File: src/rtl/delay_pkg.sv
// Shared types and constants for the echo/delay controller.
package delay_pkg;

  localparam int DATA_WIDTH_DEF = 16;
  localparam int ADDR_WIDTH_DEF = 16;
  localparam int GAIN_WIDTH_DEF = 8;

  typedef enum logic [2:0] {
    ST_IDLE  = 3'd0,
    ST_READ  = 3'd1,
    ST_MIX   = 3'd2,
    ST_OUT   = 3'd3,
    ST_CLEAR = 3'd4
  } state_e;

  // Saturation bounds of a w-bit two's complement sample.
  function automatic int sat_hi(input int w);
    return (1 << (w - 1)) - 1;
  endfunction

  function automatic int sat_lo(input int w);
    return -(1 << (w - 1));
  endfunction

endpackage

File: src/rtl/delay_line_ctrl_sat_mac.sv
// Combinational acc + floor(x*g / 2**GAIN_WIDTH), saturated to the sample range.
module sat_mac
  import delay_pkg::*;
#(
  parameter int DATA_WIDTH = DATA_WIDTH_DEF,
  parameter int GAIN_WIDTH = GAIN_WIDTH_DEF
) (
  input  logic signed [DATA_WIDTH-1:0] acc,
  input  logic signed [DATA_WIDTH-1:0] x,
  input  logic        [GAIN_WIDTH-1:0] g,
  output logic signed [DATA_WIDTH-1:0] y
);

  localparam int PW = DATA_WIDTH + GAIN_WIDTH + 1;
  localparam int SW = PW + 1;
  localparam logic signed [SW-1:0] HI = SW'(sat_hi(DATA_WIDTH));
  localparam logic signed [SW-1:0] LO = SW'(sat_lo(DATA_WIDTH));

  logic signed [PW-1:0] prod;
  logic signed [PW-1:0] shr;
  logic signed [SW-1:0] sum;

  always_comb begin
    // Gain is unsigned: zero-extend it so the signed multiply stays exact.
    prod = $signed({{(GAIN_WIDTH+1){x[DATA_WIDTH-1]}}, x})
         * $signed({{(DATA_WIDTH+1){1'b0}}, g});
    shr  = prod >>> GAIN_WIDTH;
    sum  = $signed({{(SW-DATA_WIDTH){acc[DATA_WIDTH-1]}}, acc}) + $signed({shr[PW-1], shr});
    if (sum > HI)      y = HI[DATA_WIDTH-1:0];
    else if (sum < LO) y = LO[DATA_WIDTH-1:0];
    else               y = sum[DATA_WIDTH-1:0];
  end

endmodule

File: src/rtl/delay_line_ctrl.sv
// Echo/delay controller driving an external dual-port sample BRAM.
// Optional DELAY_CLEAR_EN zero-fills the whole buffer after reset.
module delay_line_ctrl
  import delay_pkg::*;
#(
  parameter int DATA_WIDTH = DATA_WIDTH_DEF,
  parameter int ADDR_WIDTH = ADDR_WIDTH_DEF,
  parameter int GAIN_WIDTH = GAIN_WIDTH_DEF
) (
  input  logic                  clk,
  input  logic                  reset,
  input  logic [DATA_WIDTH-1:0] in_data,
  input  logic                  in_valid,
  output logic                  in_ready,
  output logic [DATA_WIDTH-1:0] out_data,
  output logic                  out_valid,
  input  logic                  out_ready,
  input  logic [ADDR_WIDTH-1:0] delay_len,
  input  logic [GAIN_WIDTH-1:0] fb_gain,
  input  logic [GAIN_WIDTH-1:0] mix_gain,
  output logic                  ram_we,
  output logic [ADDR_WIDTH-1:0] ram_a,
  output logic [ADDR_WIDTH-1:0] ram_dpra,
  output logic [DATA_WIDTH-1:0] ram_di,
  input  logic [DATA_WIDTH-1:0] ram_dpo
);

`ifdef DELAY_CLEAR_EN
  localparam state_e RST_STATE = ST_CLEAR;
`else
  localparam state_e RST_STATE = ST_IDLE;
`endif

  state_e                  state_q, state_d;
  logic [ADDR_WIDTH-1:0]   wr_ptr_q, wr_ptr_d;
  logic signed [DATA_WIDTH-1:0] out_q, out_d;
  logic signed [DATA_WIDTH-1:0] in_q;
  logic [ADDR_WIDTH-1:0]   dlen_q;
  logic [GAIN_WIDTH-1:0]   fb_q, mix_q;
  logic signed [DATA_WIDTH-1:0] dly, fb_sum, mix_sum;
  logic                    hs;

  assign hs  = in_valid & in_ready;
  // A zero delay would read back the slot about to be overwritten; force dry.
  assign dly = (dlen_q == '0) ? '0 : $signed(ram_dpo);

  sat_mac #(.DATA_WIDTH(DATA_WIDTH), .GAIN_WIDTH(GAIN_WIDTH)) u_fb (
    .acc(in_q), .x(dly), .g(fb_q), .y(fb_sum)
  );

  sat_mac #(.DATA_WIDTH(DATA_WIDTH), .GAIN_WIDTH(GAIN_WIDTH)) u_mix (
    .acc(in_q), .x(dly), .g(mix_q), .y(mix_sum)
  );

  always_ff @(posedge clk) begin
    if (reset) state_q <= RST_STATE;
    else       state_q <= state_d;
  end

  always_comb begin
    state_d = state_q;
    case (state_q)
      ST_IDLE:  if (hs) state_d = ST_READ;
      ST_READ:  state_d = ST_MIX;
      ST_MIX:   state_d = ST_OUT;
      ST_OUT:   if (out_ready) state_d = ST_IDLE;
`ifdef DELAY_CLEAR_EN
      ST_CLEAR: if (&wr_ptr_q) state_d = ST_IDLE;
`endif
      default:  state_d = ST_IDLE;
    endcase
  end

  always_comb begin
    in_ready  = (state_q == ST_IDLE);
    out_valid = (state_q == ST_OUT);
    out_data  = out_q;
    ram_we    = 1'b0;
    ram_a     = '0;
    ram_dpra  = '0;
    ram_di    = '0;
    case (state_q)
      ST_READ: ram_dpra = wr_ptr_q - dlen_q;
      // Reset during the write cycle must suppress the write.
      ST_MIX: begin
        ram_we = ~reset;
        ram_a  = wr_ptr_q;
        ram_di = fb_sum;
      end
`ifdef DELAY_CLEAR_EN
      ST_CLEAR: begin
        ram_we = ~reset;
        ram_a  = wr_ptr_q;
      end
`endif
      default: ;
    endcase
  end

  // The write pointer doubles as the address counter while clearing; it wraps back to 0.
  always_comb begin
    wr_ptr_d = wr_ptr_q;
    out_d    = out_q;
    if (state_q == ST_MIX || state_q == ST_CLEAR) wr_ptr_d = wr_ptr_q + 1'b1;
    if (state_q == ST_MIX) out_d = mix_sum;
  end

  always_ff @(posedge clk) begin
    if (reset) begin
      wr_ptr_q <= '0;
      out_q    <= '0;
    end else begin
      wr_ptr_q <= wr_ptr_d;
      out_q    <= out_d;
    end
    if (hs) begin
      in_q   <= $signed(in_data);
      dlen_q <= delay_len;
      fb_q   <= fb_gain;
      mix_q  <= mix_gain;
    end
  end

endmodule

File: config.mk
export PLATFORM = sky130hd
export DESIGN_NAME = delay_line_ctrl
export DESIGN_NICKNAME = d
export VERILOG_FILES = /design/src/rtl/delay_pkg.sv /design/src/rtl/delay_line_ctrl_sat_mac.sv /design/src/rtl/delay_line_ctrl.sv
export SDC_FILE = /design/constraint.sdc
export NUM_CORES = 1
export LEC_CHECK = 0
export ABC_AREA = 1
export CELL_PAD_IN_SITES_DETAIL_PLACEMENT = 1
export CELL_PAD_IN_SITES_GLOBAL_PLACEMENT = 2
export CORE_MARGIN = 2
export CORE_UTILIZATION = 32
export DETAILED_ROUTE_END_ITERATION = 12
export GPL_TIMING_DRIVEN = 0
export PLACE_DENSITY_LB_ADDON = 0.1
export SETUP_SLACK_MARGIN = 0.2
export SLEW_MARGIN = 10
export SYNTH_ARGS = -nofsm -noshare
export SYNTH_HDL_FRONTEND = slang
export SYNTH_SLANG_ARGS = --single-unit
File: constraint.sdc
create_clock -name clk -period 9.41 [get_ports clk]
set_input_delay 1.882 -clock clk [delete_from_list [all_inputs] [get_ports clk]]
set_output_delay 1.882 -clock clk [all_outputs]
set_load 0.03 [all_outputs]
Yosys cells after proc, flatten, opt, wreduce, memory -nomap -nowiden
Index checks and enable logic that the tools add are counted.
{"block": "totals", "regBits": 83, "input_bits": 68, "output_inout_bits": 67}
{"block": "op_classes", "reduce_logical": 4, "multipliers": 2, "n_addsub": 4, "mux": 12, "magnitude_cmp": 4, "eq_ne": 6, "bitwise": 2}
{"op": "2-to-1 mux 16 bit", "count": 8}
{"op": "> comparator 26 x 16 -> 1 bit (second input constant)", "count": 2}
{"op": "less-than comparator 26 x 16 -> 1 bit (second input constant)", "count": 2}
{"op": "multiplier 16 x 9 -> 25 bit", "count": 2}
{"op": "adder 16 x 17 -> 18 bit", "count": 2}
{"op": "adder 16 x 1 -> 16 bit (second input constant)", "count": 1}
{"op": "logical NOT 16 bit", "count": 1}
{"op": "subtractor 16 bit", "count": 1}
{"op": "one-hot mux 3 bit (4 select lines)", "count": 1}
{"op": "equality test 3 x 2 -> 1 bit (second input constant)", "count": 2}
{"op": "2-to-1 mux 3 bit", "count": 2}
{"op": "!= test 2 x 1 -> 1 bit (second input constant)", "count": 2}
{"op": "equality test 3 x 1 -> 1 bit (second input constant)", "count": 1}
{"op": "equality test 3 bit (second input constant)", "count": 1}
{"op": "logical NOT 3 bit", "count": 1}
{"op": "AND reduction 2 bit", "count": 1}
{"op": "bitwise AND 1 bit", "count": 1}
{"op": "logical OR 1 bit", "count": 1}
{"op": "2-to-1 mux 1 bit", "count": 1}
{"op": "NOT 1 bit", "count": 1}

Logic depth before layout (Yosys ltp)
{"block": "depth", "ltp_word": 8, "mapped_depth": 45, "ltp_nobuf": 43}

By module
A second synthesis with hierarchy kept.
{"block": "hier_totals", "hier_cells": 2351, "area_unflattened_um2": 16442.0}
{"module": "sat_mac at u_mix", "n_inst": 1, "cells_per_inst": 904, "area_per_inst_um2": 6032.0}
{"module": "sat_mac at u_fb", "n_inst": 1, "cells_per_inst": 908, "area_per_inst_um2": 6010.8}
{"module": "delay_line_ctrl", "n_inst": 1, "cells_per_inst": 539, "area_per_inst_um2": 4399.2}

Worst setup path before layout
No wires, ideal clock.
{"block": "synth_path", "path_kind": "input to output", "startpoint": "input ram_dpo[15]", "endpoint": "output ram_di[10]", "t_arrival_ns": 7.829, "cell_stages": 32, "required_ns": 7.528, "setup_slack_ns": -0.301, "cell_sequence": "nand2_1 clkbuf_1 nor2_1 fa_1 inv_1 fa_1 inv_1 fa_1 inv_1 fa_1 inv_1 ha_1 nand2_1 nor2_1 nand2_1 nor3_1 nand4_1 nand2_1 xor2_1 ha_1 nand2_1 nand2_1 a21oi_1 o21bai_1 a21oi_1 nand3_1 nand2_1 nand2_1 nand2_1 nand2_2 buf_6 o21ai_0"}
{"block": "synth_between", "elab_chain_len": 7}
{"item": "from (decl)", "line": "delay_line_ctrl.sv:25", "source": "input logic [DATA_WIDTH-1:0] ram_dpo"}
{"item": "2-to-1 mux 16 bit (*)", "line": "delay_line_ctrl.sv:45", "source": "assign dly = (dlen_q == '0) ? '0 : $signed(ram_dpo);"}
{"item": "multiplier 16 x 9 -> 25 bit (*)", "line": "delay_line_ctrl_sat_mac.sv:26", "source": "* $signed({{(DATA_WIDTH+1){1'b0}}, g});"}
{"item": "adder 16 x 17 -> 18 bit (*)", "line": "delay_line_ctrl_sat_mac.sv:28", "source": "sum = $signed({{(SW-DATA_WIDTH){acc[DATA_WIDTH-1]}}, acc}) + $signed({shr[PW-1], shr});"}
{"item": "less-than comparator 26 x 16 -> 1 bit", "line": "delay_line_ctrl_sat_mac.sv:30", "source": "else if (sum < LO) y = LO[DATA_WIDTH-1:0];"}
{"item": "2-to-1 mux 16 bit", "line": "delay_line_ctrl_sat_mac.sv:30"}
{"item": "2-to-1 mux 16 bit (*)", "line": "delay_line_ctrl_sat_mac.sv:29", "source": "if (sum > HI) y = HI[DATA_WIDTH-1:0];"}
{"item": "2-to-1 mux 16 bit (*)", "line": "delay_line_ctrl.sv:82", "source": "case (state_q)"}
{"item": "to (decl)", "line": "delay_line_ctrl.sv:24", "source": "output logic [DATA_WIDTH-1:0] ram_di,"}
Mark *: on every way between the ends. The rest lies on a longest branch, timed or not.

Worst setup path in the final report
{"block": "layout_path", "startpoint": "input ram_dpo[7]", "endpoint": "output ram_di[7]"}
The elaborated chain is that of the path after synthesis.

==> summary.txt <==
CLOCK TREE
------------------------------------------------------------------------------------------
Clock edge transition at the registers on the reported setup and hold paths .        60 ps
Clock Path Buffers ..........................................................            2
Depth of the CTS H-tree .....................................................            3
Clock sink count ............................................................           82
Clock tree from TritonCTS ...................................................         done
Clock network latency to the later pin of the worst-skew pair ...............       400 ps
Total CTS buffers ...........................................................            9
Clock root buffer ...........................................................    clkbuf_16

PLACE
------------------------------------------------------------------------------------------
Placer's final routability congestion estimate ..............................        0.826
Number of input and output port buffers inserted ............................          134
Cell area after placement ................................................... 0.0172 sq mm
Post-detailed-placement half-perimeter wirelength ...........................      42.7 mm
Pre-CTS setup slack .........................................................     -2260 ps

SYNTH
------------------------------------------------------------------------------------------
Number of instances in the synthesized netlist ..............................         1986
Async set-reset flop share out of synthesis .................................            0
Netlist area before placement ............................................... 0.0149 sq mm
Warning count from the yosys run ............................................            0
Register area share after synthesis .........................................        0.142
Post-Syn Nets ...............................................................         2406
Number of synthesized register bits .........................................           82
Area share of the largest cell type after synthesis .........................        0.275
Primary flip-flop cell chosen by synthesis mapping ..........................     edfxtp_1
Number of library cell types mapped by synthesis ............................           45
Number of flops mapped to enable cells by yosys .............................           48
Cells taking the most area after synthesis .................................. fa_1 28%, ha_1 12%, inv_1 11%, nand2_1 10%, edfxtp_1 9.7%
Average size of a mapped cell ...............................................   7.51 sq um
Leading area contributor after synthesis ....................................         fa_1

SETUP PATH
------------------------------------------------------------------------------------------
Worst reg2reg path endpoint ................................................. out_data[2]$_SDFFE_PP0P_
Critical-path top delay cell ................................................         fa_1
Crit path from ..............................................................   ram_dpo[7]
Critical path data arrival time .............................................      7690 ps
Critical Path Stages ........................................................           34
Req. time, crit path ........................................................      7530 ps
Startpoint-to-endpoint class of the critical path ...........................       in2out
Family of cells with the greatest summed delay on the critical path .........  adder cells
Type of element launching the critical path ................................. primary input
Startpoint of the lowest-slack register-to-register path .................... dlen_q[8]$_DFFE_PP_
Cell depth of the worst flop-to-flop path ...................................           37
Delay of the slowest cell on the worst path .................................       540 ps
Count of buffering cells on the critical path with inverters included .......           11
FF-to-FF setup slack ........................................................      1660 ps
Endpoint class of the critical path .........................................   output pin
Highest fanout seen on the critical path ....................................            5
Critical path capture point .................................................    ram_di[7]

DETAILED ROUTING
------------------------------------------------------------------------------------------
Via Count ...................................................................        13778
Via-per-instance ratio ......................................................         4.80
Number of DRC violations after detailed routing .............................            0
Drt first-iter violations ...................................................          524
DRT antenna net count .......................................................            0
Wire length reported by the detailed router .................................      53.5 mm
First-pass detailed-route iteration total ...................................            4
Routed wirelength normalized by instance count ..............................      18.6 um

FLOORPLAN
------------------------------------------------------------------------------------------
Number of placed I/O pins ...................................................          135
Num rows ....................................................................           79
Placeable core area ......................................................... 0.0463 sq mm
Die width ...................................................................       220 um
Total die area .............................................................. 0.0484 sq mm
Initial Utilization .........................................................        0.322
Die height ..................................................................       220 um

HOLD PATH
------------------------------------------------------------------------------------------
Worst hold-check path type ..................................................      reg2reg

GLOBAL ROUTE
------------------------------------------------------------------------------------------
Maximum number of pins on one net before global-route repair ................           49
Global-route total usage across every layer .................................        0.228
Number of global-route vias before repair ...................................        15302
Initial antenna violation count .............................................            0
Remaining Overflow, GRT .....................................................            0
Global-route wire length before repair ......................................      83.2 mm

TIMING
------------------------------------------------------------------------------------------
Unrepaired setup endpoints after global routing .............................          yes
Final critical-path required period .........................................      9570 ps
Final worst path period share ...............................................         1.02
Maximum operating frequency .................................................      104 MHz
Max Transition Viols Final ..................................................            0
Worst Setup Slack, final ....................................................      -165 ps
Worst slack on hold paths ...................................................       482 ps
Worst relative slew slack ...................................................        0.452
Hold Violations, Final ......................................................            0
Transition time at the pin with the least slew margin .......................       822 ps
Worst Clk Skew ..............................................................      20.1 ps
Setup violation total in the final timing report ............................           16

CELLS AND AREA
------------------------------------------------------------------------------------------
Area used by multi-input combinational logic ................................ 0.0123 sq mm
Top library cells by usage in the layout, fill and taps aside ............... 391 x inv_1, 342 x nand2_1, 226 x nor2_1, 196 x fa_1, 121 x ha_1
Area grow syn2layout ........................................................        33.7%
Net count of the finished layout ............................................         2678
Fill count ..................................................................         5635
Leading cell type in the layout, fill and taps excluded .....................        inv_1
Share of final-layout standard cells stronger than drive strength 1 .........        0.201
Final design area excluding fillers ......................................... 0.0199 sq mm
Storage cell area ........................................................... 0.00212 sq mm
Utilization after layout ....................................................        0.431
Diode insertion count for antenna repair ....................................            0

RUN
------------------------------------------------------------------------------------------
Max-capacitance violation count .............................................            0

STATUS
------------------------------------------------------------------------------------------
Violated checks ............................................................. negative setup slack
Run status .................................................................. complete, but fails checks

per-layer routing:
| metal | up-vias | GRT usage | part of all wire | wire length (um) |
|---|---|---|---|---|
| li1 | 6634 | - | - | - |
| met1 | 6906 | 0.276 | 0.43 | 22900 |
| met2 | 182 | 0.426 | 0.52 | 28000 |
| met3 | 56 | 0.0192 | 0.024 | 1280 |
| met4 | 0 | 0.0685 | 0.024 | 1290 |
| met5 | - | 0 | 0 | 0 |
synth_stat cells, types with 2 or more instances:
cell	number
nand2_2	13
o21a_1	6
dfxtp_1	34
nand4_1	11
nand3_1	54
buf_4	2
a31oi_1	10
xnor2_1	27
xor2_1	36
clkbuf_1	29
o21bai_1	7
nor4_1	8
a21o_1	7
inv_1	433
nor2_2	3
a211oi_1	4
clkinv_1	5
nor3_1	23
a21oi_2	9
nand2_1	412
a21oi_1	113
o21ai_1	5
nor2_1	248
edfxtp_1	48
ha_1	147
nand3_2	3
o21ai_0	63
buf_6	2
fa_1	205
o21ai_2	2
a2111oi_0	2
nor3_2	2
kinds of logic (layout without fill, tap and decap cells):
logic type | after synthesis | count (layout) | share of synthesized area
simple gates | 780 | 780 | 0.211
buf+inv | 475 | 752 | 0.122
flops | 82 | 82 | 0.142
xor+xnor | 63 | 63 | 0.0370
compound gates | 234 | 234 | 0.0892
fa+ha+maj | 352 | 352 | 0.398
area by class of cell:
cell class	instances	share of cell area
timing repair buffer	261	0.123
sequential	82	0.106
inverter	439	0.0866
buffer	36	0.0149
clock buffer	11	0.0127
multi-input combinational	1429	0.617
tap	607	0.0381
clock inverter	5	0.00169
stage by stage:
step	std cells	setup TNS [ps]
after floorplan	1986	0
after global placement	2727	-35330
after detailed placement	2727	-35450
after CTS	2849	-1370
after global routing	2870	-7280
final	2870	-2250
worst min-delay path by stage:
stage | from | end | slack [ps] | cells after the start
after floorplan | wr_ptr_q[11]$_SDFFE_PP0P_ | wr_ptr_q[11]$_SDFFE_PP0P_ | 480 | 1
after global placement | out_data[15]$_SDFFE_PP0P_ | out_data[15]$_SDFFE_PP0P_ | 460 | 2
after detailed placement | out_data[0]$_SDFFE_PP0P_ | out_data[0]$_SDFFE_PP0P_ | 470 | 2
after CTS | out_data[0]$_SDFFE_PP0P_ | out_data[0]$_SDFFE_PP0P_ | 480 | 2
after global routing | out_data[0]$_SDFFE_PP0P_ | out_data[0]$_SDFFE_PP0P_ | 500 | 2
final | out_data[15]$_SDFFE_PP0P_ | out_data[15]$_SDFFE_PP0P_ | 480 | 2
registers in the layout (all words and copies together) (netlist names):
name and cells:
state_q 2, out_data 16, dlen_q 16, in_q 16
mix_q 8, wr_ptr_q 16, fb_q 8
tightest hold or removal path, stage by stage, from the launching register on:
cell     delay [ps]
dfxtp_1         310
nand3_1          80
nand2_1          50
repair_timing:
item,4_1_cts,5_1_grt
pin swaps,126,91
setup endpoints to repair,16,16
resized for setup,430,94
buffers inserted,104,21
hold buffers,0,0
gates cloned,2,0
Power is left out: the tool's default activity adds up to more than one toggle a clock period on the data nets, which glitch-free logic cannot reach.
